==> src/rtl/controlador_display_pkg.sv <==
// Shared types and glyph table for the multiplexed 7-segment display driver.
// Segment patterns are ordered gfedcba and are active-low (0 = segment lit).
package display_pkg;

  typedef logic [6:0] seg_t;

  localparam int   N_DIGITOS  = 4;
  localparam seg_t SEG_BLANCO = 7'b1111111;

  localparam seg_t HEX_A_SEG [16] = '{
    7'b1000000, // 0
    7'b1111001, // 1
    7'b0100100, // 2
    7'b0110000, // 3
    7'b0011001, // 4
    7'b0010010, // 5
    7'b0000010, // 6
    7'b1111000, // 7
    7'b0000000, // 8
    7'b0010000, // 9
    7'b0001000, // A
    7'b0000011, // b
    7'b1000110, // C
    7'b0100001, // d
    7'b0000110, // E
    7'b0001110  // F
  };

endpackage

==> src/rtl/controlador_display_if.sv <==
// Load/configuration inputs and scan outputs of the display controller.
// The driver side uses master; the controller itself uses slave.
interface controlador_display_if;
  import display_pkg::*;

  logic        carga;
  logic [15:0] dato;
  logic        blanco_ceros;
  logic [1:0]  indice;
  seg_t        segmentos;
  logic        fin_barrido;

  modport master (
    output carga, dato, blanco_ceros,
    input  indice, segmentos, fin_barrido
  );

  modport slave (
    input  carga, dato, blanco_ceros,
    output indice, segmentos, fin_barrido
  );

endinterface

==> src/rtl/decodificador_7seg.sv <==
// Combinational hex nibble to active-low 7-segment glyph, with forced blank.
module decodificador_7seg
  import display_pkg::*;
(
  input  logic [3:0] nibble,
  input  logic       blanco,
  output seg_t       seg
);

  // Glyph lookup, overridden by the blank request
  always_comb begin
    seg = SEG_BLANCO;
    if (blanco) begin
      seg = SEG_BLANCO;
    end else begin
      seg = HEX_A_SEG[nibble];
    end
  end

endmodule

==> src/rtl/controlador_display.sv <==
// Four-digit time-multiplexed 7-segment driver: prescaler, digit scan,
// tear-free value commit at scan wrap, and leading-zero blanking.
module controlador_display
  import display_pkg::*;
#(
  parameter int DIV_REFRESCO = 100000
) (
  input  logic                  clk,
  input  logic                  reset_n,
  controlador_display_if.slave  bus
);

  localparam int             PW      = (DIV_REFRESCO > 1) ? $clog2(DIV_REFRESCO) : 1;
  localparam logic [PW-1:0]  PRE_MAX = PW'(DIV_REFRESCO - 1);

  logic [PW-1:0] pre_r;
  logic [1:0]    indice_r;
  logic [15:0]   visible_r;
  logic [15:0]   pendiente_r;
  logic          pend_r;
  logic          fin_barrido_r;

  logic          tick_s;
  logic          wrap_s;
  logic [3:0]    nibble_s;
  logic          blanco_s;
  seg_t          seg_s;

  assign tick_s = (pre_r == PRE_MAX);
  assign wrap_s = tick_s && (indice_r == 2'd3);

  // Refresh prescaler: one tick per digit slot
  always_ff @(posedge clk or negedge reset_n) begin
    if (!reset_n) begin
      pre_r <= '0;
    end else if (tick_s) begin
      pre_r <= '0;
    end else begin
      pre_r <= pre_r + PW'(1);
    end
  end

  // Digit scan counter, 2-bit natural wrap 3 -> 0
  always_ff @(posedge clk or negedge reset_n) begin
    if (!reset_n) begin
      indice_r <= 2'd0;
    end else if (tick_s) begin
      indice_r <= indice_r + 2'd1;
    end else begin
      indice_r <= indice_r;
    end
  end

  // Load/commit: values reach the display only on the wrap edge, so a frame
  // never mixes digits of two values. A load coinciding with wrap wins outright.
  always_ff @(posedge clk or negedge reset_n) begin
    if (!reset_n) begin
      visible_r   <= 16'h0000;
      pendiente_r <= 16'h0000;
      pend_r      <= 1'b0;
    end else if (bus.carga && wrap_s) begin
      visible_r   <= bus.dato;
      pend_r      <= 1'b0;
    end else if (bus.carga) begin
      pendiente_r <= bus.dato;
      pend_r      <= 1'b1;
    end else if (wrap_s) begin
      if (pend_r) begin
        visible_r <= pendiente_r;
      end else begin
        visible_r <= visible_r;
      end
      pend_r <= 1'b0;
    end else begin
      pend_r <= pend_r;
    end
  end

  // End-of-frame pulse, high the cycle after the wrap edge
  always_ff @(posedge clk or negedge reset_n) begin
    if (!reset_n) begin
      fin_barrido_r <= 1'b0;
    end else begin
      fin_barrido_r <= wrap_s;
    end
  end

  // Active nibble select and leading-zero blank qualifier (digit 0 always lit)
  always_comb begin
    nibble_s = 4'h0;
    blanco_s = 1'b0;
    case (indice_r)
      2'd0: begin
        nibble_s = visible_r[3:0];
        blanco_s = 1'b0;
      end
      2'd1: begin
        nibble_s = visible_r[7:4];
        blanco_s = bus.blanco_ceros && (visible_r[15:4] == 12'h000);
      end
      2'd2: begin
        nibble_s = visible_r[11:8];
        blanco_s = bus.blanco_ceros && (visible_r[15:8] == 8'h00);
      end
      2'd3: begin
        nibble_s = visible_r[15:12];
        blanco_s = bus.blanco_ceros && (visible_r[15:12] == 4'h0);
      end
      default: begin
        nibble_s = 4'h0;
        blanco_s = 1'b0;
      end
    endcase
  end

  decodificador_7seg u_dec (
    .nibble (nibble_s),
    .blanco (blanco_s),
    .seg    (seg_s)
  );

  assign bus.indice      = indice_r;
  assign bus.segmentos   = seg_s;
  assign bus.fin_barrido = fin_barrido_r;

endmodule
==> src/flat_wrapper.sv <==
// flat-port wrapper written by rule: the top's interface ports become plain ports
module controlador_display_flat import display_pkg::*;
#(
  parameter int DIV_REFRESCO = 100000
)
  (clk, reset_n, bus_carga, bus_dato, bus_blanco_ceros, bus_indice, bus_segmentos, bus_fin_barrido);
  controlador_display_if bus_i ();
  input  logic clk;
  input  logic reset_n;
  input wire logic [$bits(bus_i.carga)-1:0] bus_carga;
  input wire logic [$bits(bus_i.dato)-1:0] bus_dato;
  input wire logic [$bits(bus_i.blanco_ceros)-1:0] bus_blanco_ceros;
  output wire logic [$bits(bus_i.indice)-1:0] bus_indice;
  output wire logic [$bits(bus_i.segmentos)-1:0] bus_segmentos;
  output wire logic [$bits(bus_i.fin_barrido)-1:0] bus_fin_barrido;
  assign bus_i.carga = bus_carga;
  assign bus_i.dato = bus_dato;
  assign bus_i.blanco_ceros = bus_blanco_ceros;
  assign bus_indice = bus_i.indice;
  assign bus_segmentos = bus_i.segmentos;
  assign bus_fin_barrido = bus_i.fin_barrido;
  controlador_display #(.DIV_REFRESCO(DIV_REFRESCO)) u_core (.clk(clk), .reset_n(reset_n), .bus(bus_i));
endmodule
==> config.mk <==
export PLATFORM = sky130hd
export DESIGN_NAME = controlador_display_flat
export DESIGN_NICKNAME = d
export VERILOG_FILES = /design/src/rtl/controlador_display_pkg.sv /design/src/rtl/controlador_display_if.sv /design/src/rtl/decodificador_7seg.sv /design/src/rtl/controlador_display.sv /design/src/flat_wrapper.sv
export SDC_FILE = /design/constraint.sdc
export NUM_CORES = 1
export LEC_CHECK = 0
export ABC_AREA = 0
export CAP_MARGIN = 10
export CORE_MARGIN = 5
export CORE_UTILIZATION = 45
export CTS_CLUSTER_SIZE = 30
export DETAILED_ROUTE_END_ITERATION = 12
export PLACE_DENSITY = 0.71
export SLEW_MARGIN = 15
export SYNTH_ARGS = -nofsm -noshare
export SYNTH_HDL_FRONTEND = slang
export SYNTH_SLANG_ARGS = --single-unit
==> constraint.sdc <==
create_clock -name clk -period 5.4 [get_ports clk]
set_clock_uncertainty 0.1 [all_clocks]
set_input_delay 1.08 -clock clk [delete_from_list [all_inputs] [get_ports clk]]
set_output_delay 1.08 -clock clk [all_outputs]
set_load 0.02 [all_outputs]
# After elaboration in Yosys (flattened, before gate mapping)
# Memory sizes are Yosys's and may differ from the RTL's.
# Cells that the tools add are included.
dict set report totals {
  register_bits 53
  mem_bits_ro 112
  inputBits 20
  out_inout_bits 10
  elab_cells 44
  memories 1
}
dict set report classes {
  n_addsub 2
  order_cmp 1
  n_eq_ne 5
  muxes 13
  n_bitwise 2
  n_reduce_logical 14
}
# name words word_bits read_ports rd_clocked_by_memory_dff wr line
set mem_list {}
lappend mem_list {{(name not given)} 16 7 1 0 0 decodificador_7seg.sv:16} ;# seg = HEX_A_SEG[nibble];
# op count
set ops {}
lappend ops {{two-way mux 16 bit} 4}
lappend ops {{two-way mux 7 bit} 3}
lappend ops {{adder 17 x 1 -> 17 bit (second input constant)} 1}
lappend ops {{equality test 17 bit (second input constant)} 1}
lappend ops {{two-way mux 17 bit} 1}
lappend ops {{one-hot mux 4 bit (4 select lines)} 1}
lappend ops {{logical NOT 12 bit} 1}
lappend ops {{logical NOT 8 bit} 1}
lappend ops {{greater-or-equal comparator 5 bit (second input constant)} 1}
lappend ops {{logical AND 1 bit} 5}
lappend ops {{inverter 4 -> 5 bit} 1}
lappend ops {{equality test 2 bit (second input constant)} 2}
lappend ops {{logical NOT 4 bit} 1}
lappend ops {{one-hot mux 1 bit (4 select lines)} 1}
lappend ops {{nonzero test 2 bit} 2}
lappend ops {{two-way mux 1 bit} 3}
lappend ops {{AND reduction 3 bit} 1}
lappend ops {{nonzero test 3 bit} 1}
lappend ops {{adder 2 x 1 -> 2 bit (second input constant)} 1}
lappend ops {{equality test 2 x 1 -> 1 bit (second input constant)} 1}
lappend ops {{logical NOT 2 bit} 1}
lappend ops {{!= test 2 x 1 -> 1 bit (second input constant)} 1}
lappend ops {{AND reduction 2 bit} 1}
lappend ops {{inverter 1 bit} 1}

# Logic depth before layout (Yosys ltp)
dict set report depth {
  word_depth 7
  depth_mapped 10
  mapped_depth_nobuf 10
}

# Modules after synthesis
# A second synthesis with hierarchy kept.
dict set report unflattened {
  hier_cells 266
  hier_area_um2 2969.1
}
# mod n_inst cells_each area_each_um2 seq_area_each_um2
set modules_own_cells {}
lappend modules_own_cells {controlador_display 1 230 2675.1 1326.3}
lappend modules_own_cells {decodificador_7seg 1 36 294.0 0.0}

# Worst setup path after synthesis
# No wires, ideal clock.
dict set report synth_timing {
  kind {register -> output}
  start {register u_core.indice_r[1], in the netlist u_core.bus.indice[1]}
  end {output bus_segmentos[3]}
  arrival_time_ps 2475
  t_required_ps 4220
  path_slack_ps 1745
  stages_incl_launch_ff 11
  path_buffers 1
  path_cell_list {dfrtp_1 ha_1 clkbuf_1 a222oi_1 a21oi_1 inv_1 ha_1 nand2_1 o21ai_0 a221o_1 nand4_1}
}
dict set report synth_between {
  elab_chain_len 7
  word_cells_on_any_way 11
  cone_classes {eq/ne: 3; mux: 5; bitwise: 1; reduce/logical: 1; memory: 1}
}
# item line
set synth_rtl {}
lappend synth_rtl {{start: declaration} controlador_display.sv:17} ;# logic [1:0] indice_r;
lappend synth_rtl {{start signal: assignment} controlador_display.sv:48} ;# indice_r <= indice_r + 2'd1;
lappend synth_rtl {{start signal: assignment} controlador_display.sv:50} ;# indice_r <= indice_r;
lappend synth_rtl {{equality test 2 bit (tied with other cells)} controlador_display.sv:92} ;# case (indice_r)
lappend synth_rtl {{one-hot mux 4 bit (4 select lines)} controlador_display.sv:92}
lappend synth_rtl {{inverter 4 -> 5 bit (implied by the code)} decodificador_7seg.sv:16}
lappend synth_rtl {{memory (16 x 7 bit)} n/a}
lappend synth_rtl {{two-way mux 7 bit (implied by the code) (2 in series)} decodificador_7seg.sv:16}
lappend synth_rtl {{two-way mux 7 bit *} decodificador_7seg.sv:13} ;# if (blanco) begin
lappend synth_rtl {{end: declaration} flat_wrapper.sv:14} ;# output wire logic [$bits(bus_i.segmentos)-1:0] bus_segmentos;
# Mark *: on every way between the ends. The rest lies on a longest branch, timed or not. The select of a mux whose other input is x is not followed.

# Worst setup path in the final report
dict set report layout_timing {
  start {register u_core.indice_r[0], in the netlist u_core.bus.indice[0]}
  end {output bus_segmentos[3]}
}
# The elaborated chain is that of the path after synthesis.

==> impl_results.md <==
- Netlist cell types: 39
- Total net switching power: 0.000166 W
- Number of clock sinks: 53
- Root buffer cell: clkbuf_8
- Data required, critical path: 4.22 ns
- Final period utilization: 84.9%
- Count of boundary I/O pins: 30
- Relative contribution of combinational cells to total power: 7.5%
- Diode count: 0
- Sum of negative setup slack: 0 ns
- Switch share: 23.3%
- Routed WL per cell: 16.3 µm
- Post-cts sizing count: 0
- Detailed Place HPWL: 4250 µm
- Skew-Pair Late Insertion Delay: 0.31 ns
- Max-cap check violation count: 0
- Wire length of the first global-routing pass: 10600 µm
- CTS Buffer Depth: 2
- Final count of negative-setup-slack endpoints: 0
- Via total after detailed routing: 2184
- Cell taking the most area after synthesis: dfrtp_1
- Power density relative to cell area: 215 nW/µm²
- Number of optimization iterations in the first detailed-route pass: 5
- Worst Setup End Kind: primary output
- Maximum number of pins on one net before global-route repair: 54
- Standard-cell row count: 29
- Maximum resistive drop on vdd: 0.122 mV
- Wirelength, routed: 6150 µm
- Net Count, Synth: 308
- Sequential element share of the synthesized area: 45.8%
- Starting density of the core: 45.8%
- Cell family with most CP delay: buffers and inverters
- Post-layout instance area: 3310 µm²
- Instance count after placement with tap cells included: 370
- TritonCTS clock tree: built
- Vert. Die Dim: 90.2 µm
- Result of the run: complete, no violations
- Worst Path Arrival: 3.40 ns
- Die footprint: 8140 µm²
- Via density per instance: 5.78
- Max_slew headroom: 37.7%
- Width of the die: 90.2 µm
- Number of buffer and inverter instances along the worst setup path: 4
- Endpoints failing hold: 0
- Area added between synthesis and finish: 14.3%
- Period minus WS final: 4.58 ns
- Syn Std Cell Area: 2890 µm²
- Static power due to leakage: 1.38 nW
- Total Power Consumption: 0.000710 W
- Violation count after the first detailed-route iteration: 155
- Final instance count without filler cells: 378
- Kind of path behind the tightest hold check: reg -> reg
- Share of synthesized registers carrying an async set or reset: 100%
- Fraction of layout instances using a drive strength above 1: 15.6%
- Residual antenna-violating net count after detailed routing: 0
- Area share of the largest cell type after synthesis: 45.8%
- Portion of total power attributed to the clock network: 34.1%
- Maximum clock frequency: 218 MHz
- CTS clk-pin slew, worst paths: 0.09 ns
- Critical path startpoint category: flip-flop
- Post-synth top flop: dfrtp_1
- Number of max-slew violations in the final report: 0
- Via count of the first global-routing pass: 2125
- Initial antenna violation count: 0
- Post-synthesis register bit count: 53
- GR Overflow Total: 0
- Count of input and output buffers: 29
- Net count of the finished layout: 331
- Cell with the largest stage delay on the worst path: clkdlybuf4s50_1
- Maximum fanout along the worst path: 7
- Seq pwr share: 58.4%
- Global routing usage summed across all routing layers: 15.5%
- Internal: 0.000545 W
- Post-Place Cell Area: 3210 µm²
- Final weighted congestion of routability-driven global placement: 0.860
- Final routed DRC violation total: 0
- Largest cells by area after synthesis: dfrtp_1 (46%), o221a_2 (5.8%), mux2_4 (5.2%)
- Number of enable-type register cells in the synthesized netlist: 0
- Synthesized netlist cell count: 277
- Synthesis Warnings: 0
- Mapped Avg Cell Area: 10.4 µm²
- Transition time at the pin with the least slew margin: 0.935 ns
- Number of post-CTS setup repair buffers: 0
- CTS H-tree depth: 2
- RSZ-0062 raised after global routing: no
- CTS hold repair buffers: 0
- Peak per-stage delay on the critical path: 0.61 ns
- Standard cell core area: 6310 µm²
- Cell-by-cell listing of the critical path: inv_1, ha_1, inv_2, a21oi_1, inv_1, ha_1, nand2_1, o21ai_0, a221o_1, nand4_1, clkdlybuf4s50_1
- Critical setup path kind: reg -> out
- Number of buffers added by the clock tree synthesis step: 5
-- worst reg2reg max path: cells and delay by family, from the launching register on --
family	cells	cell delay, ns
flip-flops	1	0.42
AND/OR/NAND/NOR	4	2.21
multiplexers	1	0.42
-- per-stage QoR --
stage | utilization, % | hold WS, ns | worst slack [ns]
4_1_cts | 52.4 | 0.406 | 0.813
2_1_floorplan | - | 0.355 | 1.74
5_1_grt | 52.4 | 0.419 | 0.593
6_report | 52.4 | 0.405 | 0.817
3_3_place_gp | 50.8 | 0.373 | 1.29
3_5_place_dp | 50.8 | 0.388 | 1.18
-- cell families (layout without fill, tap and decap cells) --
group	after synthesis	after routing	synth area share [%]
AND/OR/NAND/NOR	94	94	17.0
flip-flops	53	53	45.8
buffers and inverters	27	51	4.50
multiplexers	19	19	8.60
AO/OA/AOI/OAI	58	58	14.8
XOR/XNOR	15	15	4.54
adder cells (fa/ha/maj)	11	11	4.76
-- layer usage --
| layer | vias to the layer above | GRT usage, % | wire length [µm] |
|---|---|---|---|
| met5 | - | 0 | 0 |
| met4 | 0 | 4.47 | 88 |
| met3 | 7 | 3.42 | 271 |
| met2 | 52 | 24.7 | 2940 |
| met1 | 1071 | 21.3 | 2850 |
| li1 | 1054 | - | - |
-- sequential cells by signal, indices dropped and copies added, names as in the netlist --
register and cells:
u_core.bus.indice 2, u_core.pendiente_r 16, u_core.visible_r 16, u_core.pre_r 17, u_core.bus.fin_barrido 1, u_core.pend_r 1
-- layout by cell type (no fill, tap or decap), types with 2 or more instances in the layout --
| cell type | netlist | layout |
|---|---|---|
| nor2_1 | 28 | 28 |
| a21oi_1 | 24 | 24 |
| clkbuf_8 | 0 | 6 |
| o21ai_0 | 7 | 7 |
| nand4b_1 | 2 | 2 |
| nor2b_1 | 5 | 5 |
| mux2i_1 | 2 | 2 |
| o211ai_1 | 2 | 2 |
| and3_1 | 2 | 2 |
| nand2_1 | 9 | 9 |
| dfrtp_1 | 53 | 53 |
| inv_1 | 10 | 10 |
| clkdlybuf4s50_1 | 0 | 28 |
| ha_1 | 11 | 11 |
| o221a_2 | 15 | 15 |
| or3_1 | 2 | 2 |
| buf_4 | 1 | 3 |
| mux2_4 | 10 | 10 |
| nor4_1 | 4 | 4 |
| xnor2_1 | 10 | 10 |
| o221ai_1 | 3 | 3 |
| nand2b_1 | 3 | 3 |
| nand3_1 | 11 | 11 |
| nand4_1 | 6 | 6 |
| a222oi_1 | 4 | 4 |
| mux2_2 | 7 | 7 |
| xor2_1 | 5 | 5 |
| nor3_1 | 17 | 17 |
-- power groups by stage --
| stage | registers, W | clock network, W | logic (W) |
|---|---|---|---|
| 2_1_floorplan | 0.000421 | 0 | 0.0000291 |
| 3_3_place_gp | 0.000422 | 0 | 0.0000540 |
| 3_5_place_dp | 0.000422 | 0 | 0.0000547 |
| 4_1_cts | 0.000415 | 0.000250 | 0.0000549 |
| 5_1_grt | 0.000417 | 0.000267 | 0.0000590 |
| 6_report | 0.000415 | 0.000242 | 0.0000534 |
-- cell type report --
type	count	area, µm²
clock buffers	6	82.6
clock inverters	2	16.3
fillers	561	3010
inverters	11	41.3
multi-input cells	197	1440
flip-flops and latches	53	1330
well taps	77	96.3
repair buffers	32	308
-- synth_stat cells (3+ instances only) --
| cell type | number |
|---|---|
| a21oi_1 | 24 |
| a222oi_1 | 4 |
| clkbuf_1 | 12 |
| dfrtp_1 | 53 |
| ha_1 | 11 |
| inv_1 | 10 |
| mux2_2 | 7 |
| mux2_4 | 10 |
| nand2_1 | 9 |
| nand2b_1 | 3 |
| nand3_1 | 11 |
| nand4_1 | 6 |
| nor2_1 | 28 |
| nor2b_1 | 5 |
| nor3_1 | 17 |
| nor4_1 | 4 |
| o21ai_0 | 7 |
| o221a_2 | 15 |
| o221ai_1 | 3 |
| xnor2_1 | 10 |
| xor2_1 | 5 |
-- path summary, 6_finish.rpt --
| check | startpoint | end | slack, ns | depth (start not counted) |
|---|---|---|---|---|
| max | u_core.bus.indice[0]$_DFFE_PN0N_ | bus_segmentos[3] | 0.82 | 11 |
| min reg2reg | u_core.pre_r[0]$_DFF_PN0_ | u_core.pre_r[0]$_DFF_PN0_ | 0.40 | 1 |
| max in group asynchronous | reset_n | u_core.visible_r[5]$_DFFE_PN0P_ | 3.99 | 2 |
| max reg2reg | u_core.pre_r[6]$_DFF_PN0_ | u_core.pendiente_r[4]$_DFFE_PN0P_ | 2.14 | 5 |
| min | u_core.pre_r[0]$_DFF_PN0_ | u_core.pre_r[0]$_DFF_PN0_ | 0.40 | 1 |
| min in group asynchronous | reset_n | u_core.pre_r[10]$_DFF_PN0_ | 0.77 | 2 |
Note: power is estimated with default switching activity, not from simulation.
